--- config.mk ---
export PLATFORM = sky130hd
export DESIGN_NAME = alu_seq_unit
export DESIGN_NICKNAME = d
export VERILOG_FILES = /design/src/rtl/alu_seq_unit.sv
export SDC_FILE = /design/constraint.sdc
export NUM_CORES = 1
export LEC_CHECK = 0
export CAP_MARGIN = 0
export CORE_MARGIN = 3
export CORE_UTILIZATION = 55
export DETAILED_ROUTE_END_ITERATION = 7
export GPL_ROUTABILITY_DRIVEN = 0
export HOLD_SLACK_MARGIN = 0.15
export PLACE_DENSITY = 0.76
export SYNTH_ARGS = -nofsm -noshare
export SYNTH_HDL_FRONTEND = slang
export SYNTH_SLANG_ARGS = --single-unit
--- constraint.sdc ---
create_clock -name Clk -period 4.7 [get_ports Clk]
set_input_delay 1.41 -clock Clk [delete_from_list [all_inputs] [get_ports Clk]]
set_output_delay 1.41 -clock Clk [all_outputs]
set_load 0.05 [all_outputs]
--- src/rtl/alu_seq_unit.sv ---
// Registered ALU execution unit with start/busy/done handshake.
// Single-cycle logic/arithmetic ops plus iterative SHL, SHR and shift-add MUL.
module alu_seq_unit #(
    parameter int DataWidth = 16,
    parameter int ShiftBits = 4
) (
    input  logic                 Clk,
    input  logic                 Reset,
    input  logic                 Start,
    input  logic [3:0]           FuncOp,
    input  logic [DataWidth-1:0] A,
    input  logic [DataWidth-1:0] B,
    input  logic                 FlagClr,
    output logic                 Busy,
    output logic                 Done,
    output logic [DataWidth-1:0] Y,
    output logic [3:0]           OFlags
);

    localparam logic [1:0] ST_IDLE = 2'd0;
    localparam logic [1:0] ST_EXEC = 2'd1;
    localparam logic [1:0] ST_DONE = 2'd2;

    localparam logic [3:0] OP_ADD = 4'd0;
    localparam logic [3:0] OP_SUB = 4'd1;
    localparam logic [3:0] OP_AND = 4'd2;
    localparam logic [3:0] OP_OR  = 4'd3;
    localparam logic [3:0] OP_XOR = 4'd4;
    localparam logic [3:0] OP_NOT = 4'd5;
    localparam logic [3:0] OP_SHL = 4'd6;
    localparam logic [3:0] OP_SHR = 4'd7;
    localparam logic [3:0] OP_MUL = 4'd8;
    localparam logic [3:0] OP_CMP = 4'd9;

    localparam int            CntW     = ShiftBits + 1;
    localparam logic [CntW-1:0] MulSteps = CntW'(DataWidth);
    localparam logic [CntW-1:0] CntOne   = CntW'(1);

    // Flag word layout: {V, N, C, Z}
    function automatic logic [3:0] make_flags(input logic [DataWidth-1:0] r,
                                              input logic c, input logic v);
        return {v, r[DataWidth-1], c, (r == '0)};
    endfunction

    function automatic logic add_ovf(input logic signed [DataWidth-1:0] a,
                                     input logic signed [DataWidth-1:0] b,
                                     input logic signed [DataWidth-1:0] r);
        return (a[DataWidth-1] == b[DataWidth-1]) && (r[DataWidth-1] != a[DataWidth-1]);
    endfunction

    function automatic logic sub_ovf(input logic signed [DataWidth-1:0] a,
                                     input logic signed [DataWidth-1:0] b,
                                     input logic signed [DataWidth-1:0] r);
        return (a[DataWidth-1] != b[DataWidth-1]) && (r[DataWidth-1] != a[DataWidth-1]);
    endfunction

    logic [1:0]           state_q;
    logic [3:0]           op_q;
    logic [DataWidth-1:0] acc_q;
    logic [DataWidth-1:0] hi_q;
    logic [DataWidth-1:0] mcand_q;
    logic [CntW-1:0]      cnt_q;

    logic [ShiftBits-1:0] shamt;
    logic                 go_exec;
    logic [DataWidth:0]   sum_w;
    logic [DataWidth:0]   dif_w;
    logic [DataWidth:0]   msum;

    assign shamt   = B[ShiftBits-1:0];
    assign go_exec = (((FuncOp == OP_SHL) || (FuncOp == OP_SHR)) && (shamt != '0))
                     || (FuncOp == OP_MUL);
    assign sum_w   = {1'b0, A} + {1'b0, B};
    assign dif_w   = {1'b0, A} - {1'b0, B};
    assign msum    = {1'b0, hi_q} + (acc_q[0] ? {1'b0, mcand_q} : '0);

    logic [DataWidth-1:0] one_y;
    logic [3:0]           one_f;
    logic                 one_wr_y;

    always_comb begin
        one_y    = '0;
        one_f    = 4'b0001;
        one_wr_y = 1'b1;
        case (FuncOp)
            OP_ADD: begin
                one_y = sum_w[DataWidth-1:0];
                one_f = make_flags(one_y, sum_w[DataWidth], add_ovf(A, B, one_y));
            end
            OP_SUB: begin
                one_y = dif_w[DataWidth-1:0];
                one_f = make_flags(one_y, dif_w[DataWidth], sub_ovf(A, B, one_y));
            end
            OP_AND: begin one_y = A & B; one_f = make_flags(one_y, 1'b0, 1'b0); end
            OP_OR:  begin one_y = A | B; one_f = make_flags(one_y, 1'b0, 1'b0); end
            OP_XOR: begin one_y = A ^ B; one_f = make_flags(one_y, 1'b0, 1'b0); end
            OP_NOT: begin one_y = ~A;    one_f = make_flags(one_y, 1'b0, 1'b0); end
            // Zero-length shifts complete immediately with the operand unchanged
            OP_SHL, OP_SHR: begin one_y = A; one_f = make_flags(A, 1'b0, 1'b0); end
            OP_MUL: one_wr_y = 1'b0;
            OP_CMP: begin
                one_wr_y = 1'b0;
                one_f    = make_flags(dif_w[DataWidth-1:0], dif_w[DataWidth],
                                      sub_ovf(A, B, dif_w[DataWidth-1:0]));
            end
            default: begin one_y = '0; one_f = 4'b0001; end
        endcase
    end

    logic [DataWidth-1:0] step_acc;
    logic [DataWidth-1:0] step_hi;
    logic                 step_c;

    // MUL keeps {hi_q, acc_q} as the running product with the multiplier in acc_q
    always_comb begin
        step_acc = acc_q;
        step_hi  = hi_q;
        step_c   = 1'b0;
        case (op_q)
            OP_SHL: begin step_acc = {acc_q[DataWidth-2:0], 1'b0}; step_c = acc_q[DataWidth-1]; end
            OP_SHR: begin step_acc = {1'b0, acc_q[DataWidth-1:1]}; step_c = acc_q[0]; end
            default: begin
                step_hi  = msum[DataWidth:1];
                step_acc = {msum[0], acc_q[DataWidth-1:1]};
                step_c   = |step_hi;
            end
        endcase
    end

    always_ff @(posedge Clk) begin
        if ((state_q == ST_IDLE) && Start) begin
            op_q    <= FuncOp;
            mcand_q <= A;
            hi_q    <= '0;
            if (FuncOp == OP_MUL) begin
                acc_q <= B;
                cnt_q <= MulSteps;
            end else begin
                acc_q <= A;
                cnt_q <= {1'b0, shamt};
            end
        end else if (state_q == ST_EXEC) begin
            acc_q <= step_acc;
            hi_q  <= step_hi;
            cnt_q <= cnt_q - CntOne;
        end
    end

    // Later assignments to OFlags take precedence over FlagClr
    always_ff @(posedge Clk) begin
        if (Reset) begin
            state_q <= ST_IDLE;
            Y       <= '0;
            OFlags  <= '0;
        end else begin
            if (FlagClr) OFlags <= '0;
            case (state_q)
                ST_IDLE: begin
                    if (Start) begin
                        if (go_exec) begin
                            state_q <= ST_EXEC;
                        end else begin
                            state_q <= ST_DONE;
                            if (one_wr_y) Y <= one_y;
                            OFlags <= one_f;
                        end
                    end
                end
                ST_EXEC: begin
                    if (cnt_q == CntOne) begin
                        state_q <= ST_DONE;
                        Y       <= step_acc;
                        OFlags  <= make_flags(step_acc, step_c, 1'b0);
                    end
                end
                ST_DONE: state_q <= ST_IDLE;
                default: state_q <= ST_IDLE;
            endcase
        end
    end

    assign Busy = (state_q != ST_IDLE);
    assign Done = (state_q == ST_DONE);

endmodule
==> results of run 1 <==
[critical path, delay by kind of cell]
family | cells | cell delay [ns]
AOI/OAI and AO/OA | 6 | 1.66
buffers and inverters | 2 | 0.72
and+or+nand+nor | 2 | 0.67
adders and majority gates | 1 | 0.33
[final cells by class]
type                            count  share of cell area [%]
Multi-Input combinational cell    767                    57.2
Sequential cell                    79                    21.9
Timing Repair Buffer              135                    12.8
Clock buffer                       12                    2.60
Tap cell                          176                    2.42
Inverter                           56                    2.31
Clock inverter                      4                   0.798
[stage by stage]
step	hold slack [ns]	power [µW]	cell area, µm²
2_1_floorplan	0.436	1380	7590
3_3_place_gp	0.442	1690	8790
3_5_place_dp	0.451	1700	8790
4_1_cts	0.456	2440	9100
5_1_grt	0.471	2560	9100
6_report	0.456	2470	9100
[cell usage after synthesis (28+ instances only)]
master and instances:
ha_1 70, dfxtp_1 38, nor2_1 96, nand2_1 86, a21oi_1 83, edfxtp_1 41, nor3_1 30, inv_1 55
clkbuf_1 44, xnor2_1 28, o21ai_0 48, a211oi_1 33
[sequential cells by signal, indices dropped and copies added, names as in the netlist]
name / flops
OFlags: 4
state_q: 2
op_q: 4
Y: 16
cnt_q: 5
acc_q: 16
mcand_q: 16
hi_q: 16
[layer usage]
layer	up-vias	share of wire (%)	track usage, %
li1	3731	-	-
met1	3753	40	50.4
met2	604	43	53.4
met3	122	13	8.28
met4	0	4.6	14.5
met5	-	0	0
[final timing paths]
path,to,cells after the start
setup / recovery,OFlags[0],11
hold reg to reg,Y[4],2
setup reg to reg,OFlags[1],11
hold / removal,Y[4],2
[logic make-up after synthesis]
logic type / synth area share [%]
AOI/OAI and AO/OA: 26.6
buffers and inverters: 5.56
xor gates and xnor gates: 4.27
muxes: 2.26
adders and majority gates: 12.3
and+or+nand+nor: 22.7
DFF: 26.3
[power by group through the flow]
stage | combinational [µW] | clock, µW | sequential (µW)
finish | 891 | 748 | 831
global route | 946 | 777 | 836
CTS | 860 | 748 | 830
detailed placement | 854 | 0 | 844
global placement | 845 | 0 | 842
floorplan | 498 | 0 | 879
==> results.md, run 1 <==
* Hold Crit Start: Y[4]
* Clock slew at reported path FFs at 0.06 ns
* Max Slew Vio Count at 0
* Max incr delay on CP at between 0.6 and 0.7 ns
* Max Cap Viol at 0
* RSZ-0062 raised after global routing: no
* Crit path time final at 4.53 ns
* CP Cell Sequence: clkdlybuf4s50_1 -> inv_1 -> ha_1 -> a21o_1 -> a221oi_1 -> nor2_1 -> a311oi_1 -> o311ai_0 -> or4_1 -> o41a_1 -> o31ai_1
* Kind of critical path: input pin to flop
* Setup Skew at 0.00674 ns
* Antenna violations before repair at 0
* Util after Layout at 68.2%
* Switch Pwr at 874 µW
* Initial Utilization at roughly 57%
* Num ports at 62
* Synth Cell Area at 0.00759 mm²
* Synth cell types at 80
* Synth warn at 0
* Area leader, netlist: edfxtp_1
* Vias per cell at about 6.7
* Avg Cell Area, Syn at between 7 and 8 µm²
* Worst IR Drop VDD at between 0.15 and 0.2 mV
* Internal power at between 1500 and 2000 µW
* Crit path capture type: flop
* Reg-to-reg startpoint: acc_q[0]
* Critical Path AT at 4.79 ns
* CP startpoint kind: input pin
* Worst-path maximum fanout at 4
* Register Area at about 0.0020 mm²
* Post-CTS setup buffers at 0
* Cts hold-fix bufs at 0
* Core Footprint at roughly 0.013 mm²
* Hold Fails Final Rpt at 0
* Ant. Diodes at 0
* Path type of the worst min-delay path: flop to flop
* CTS Buf Count at 9
* Status: finished, final reports clean
* Setup WS post-layout at between 0.15 and 0.2 ns
* FMAX at 221 MHz
* Post-synth EDFFs at 41
* Max-slew headroom at 39.2%
* Register area share after synthesis at 26.3%
* WL per Instance at about 22 µm
* First-pass GRT wire length at roughly 42000 µm
* Clock Power Share at a little under a third
* Final Non-Filler Cells at about 1200
* IO Port Bufs at 61
* Final HPWL DP at 20900 µm
* Setup violators final at 0
* GRT Total Usage at 36.0%
* R2r setup slk at 0.98 ns
* DR iter-0 viols at ~1300
* Detailed Routing Iterations Pass 1 at 7
* Layout net count at between 1000 and 1500
* Cts repair resizes at 0
* Synthesis-to-finish area growth at 19.9%
* Cells after Synth at ~960
* Share of cells above drive strength 1 at roughly 11%
* Worst Setup SP: A[11]
* Largest net degree at the start of global routing at 39
* DIE AREA at between 0.015 and 0.02 mm²
* Setup_tns at 0 ns
* Share of the synthesized area in the top cell type at between 10% and 20%
* Placed insts at about 1200
* Later-pin clock latency in the skew report at 0.34 ns
* DRC violations left at 0
* Most frequent cells in the layout: nor2_1, nand2_1, a21oi_1
* Vias in the first global route at about 7400
* Switching share of power at around 35%
* Total wire length at 27200 µm
* Clock root buffer master: clkbuf_16
* CP Data Required Time at approximately 5.0 ns
* Mapped Nets at around 1100
* Leak pwr at between 0.003 and 0.004 µW
* DIE WIDTH at roughly 120 µm
* Clock sink count at just under 80
* Top FF cell, synth: edfxtp_1
* Post-synth ARST share at 0%
* Final Cycle Share at a little over nine tenths
* Vias after detailed routing at 8210
* Fillers at between 1000 and 1500
* Multi-input logic area at between 0.005 and 0.006 mm²
* Critical path's slowest cell: clkdlybuf4s50_1
* Row cnt at 42
* Worst slack, placed at ~0.019 ns
* Remaining antenna violation count after routing at 0
* GRT overflow at 0
* Flop pwr share at 33.7%
* Commonest non-fill, non-tap cell in the layout: nor2_1
* Proportion of power drawn by combinational gates at a little over a third
* H-Tree Depth at 3
* CTS tree: yes
* Max clock buf depth at 2
* Worst-Margin Slew at a little over 0.9 ns
* Pwr Density at between 200 and 300 mW/mm²
* Top area cells in the synthesized netlist: edfxtp_1, ha_1, dfxtp_1
* Yosys reg bits at 79
* Die height at 123 µm
No activity file was read; power rests on OpenSTA's default activity.
==> inputs of run 2 (changes only) <==
Settings changed: CTS_CLUSTER_SIZE set to 28.
==> results of run 2 <==
Same layout as run 1: the final DEF is identical, and so are final timing and power.
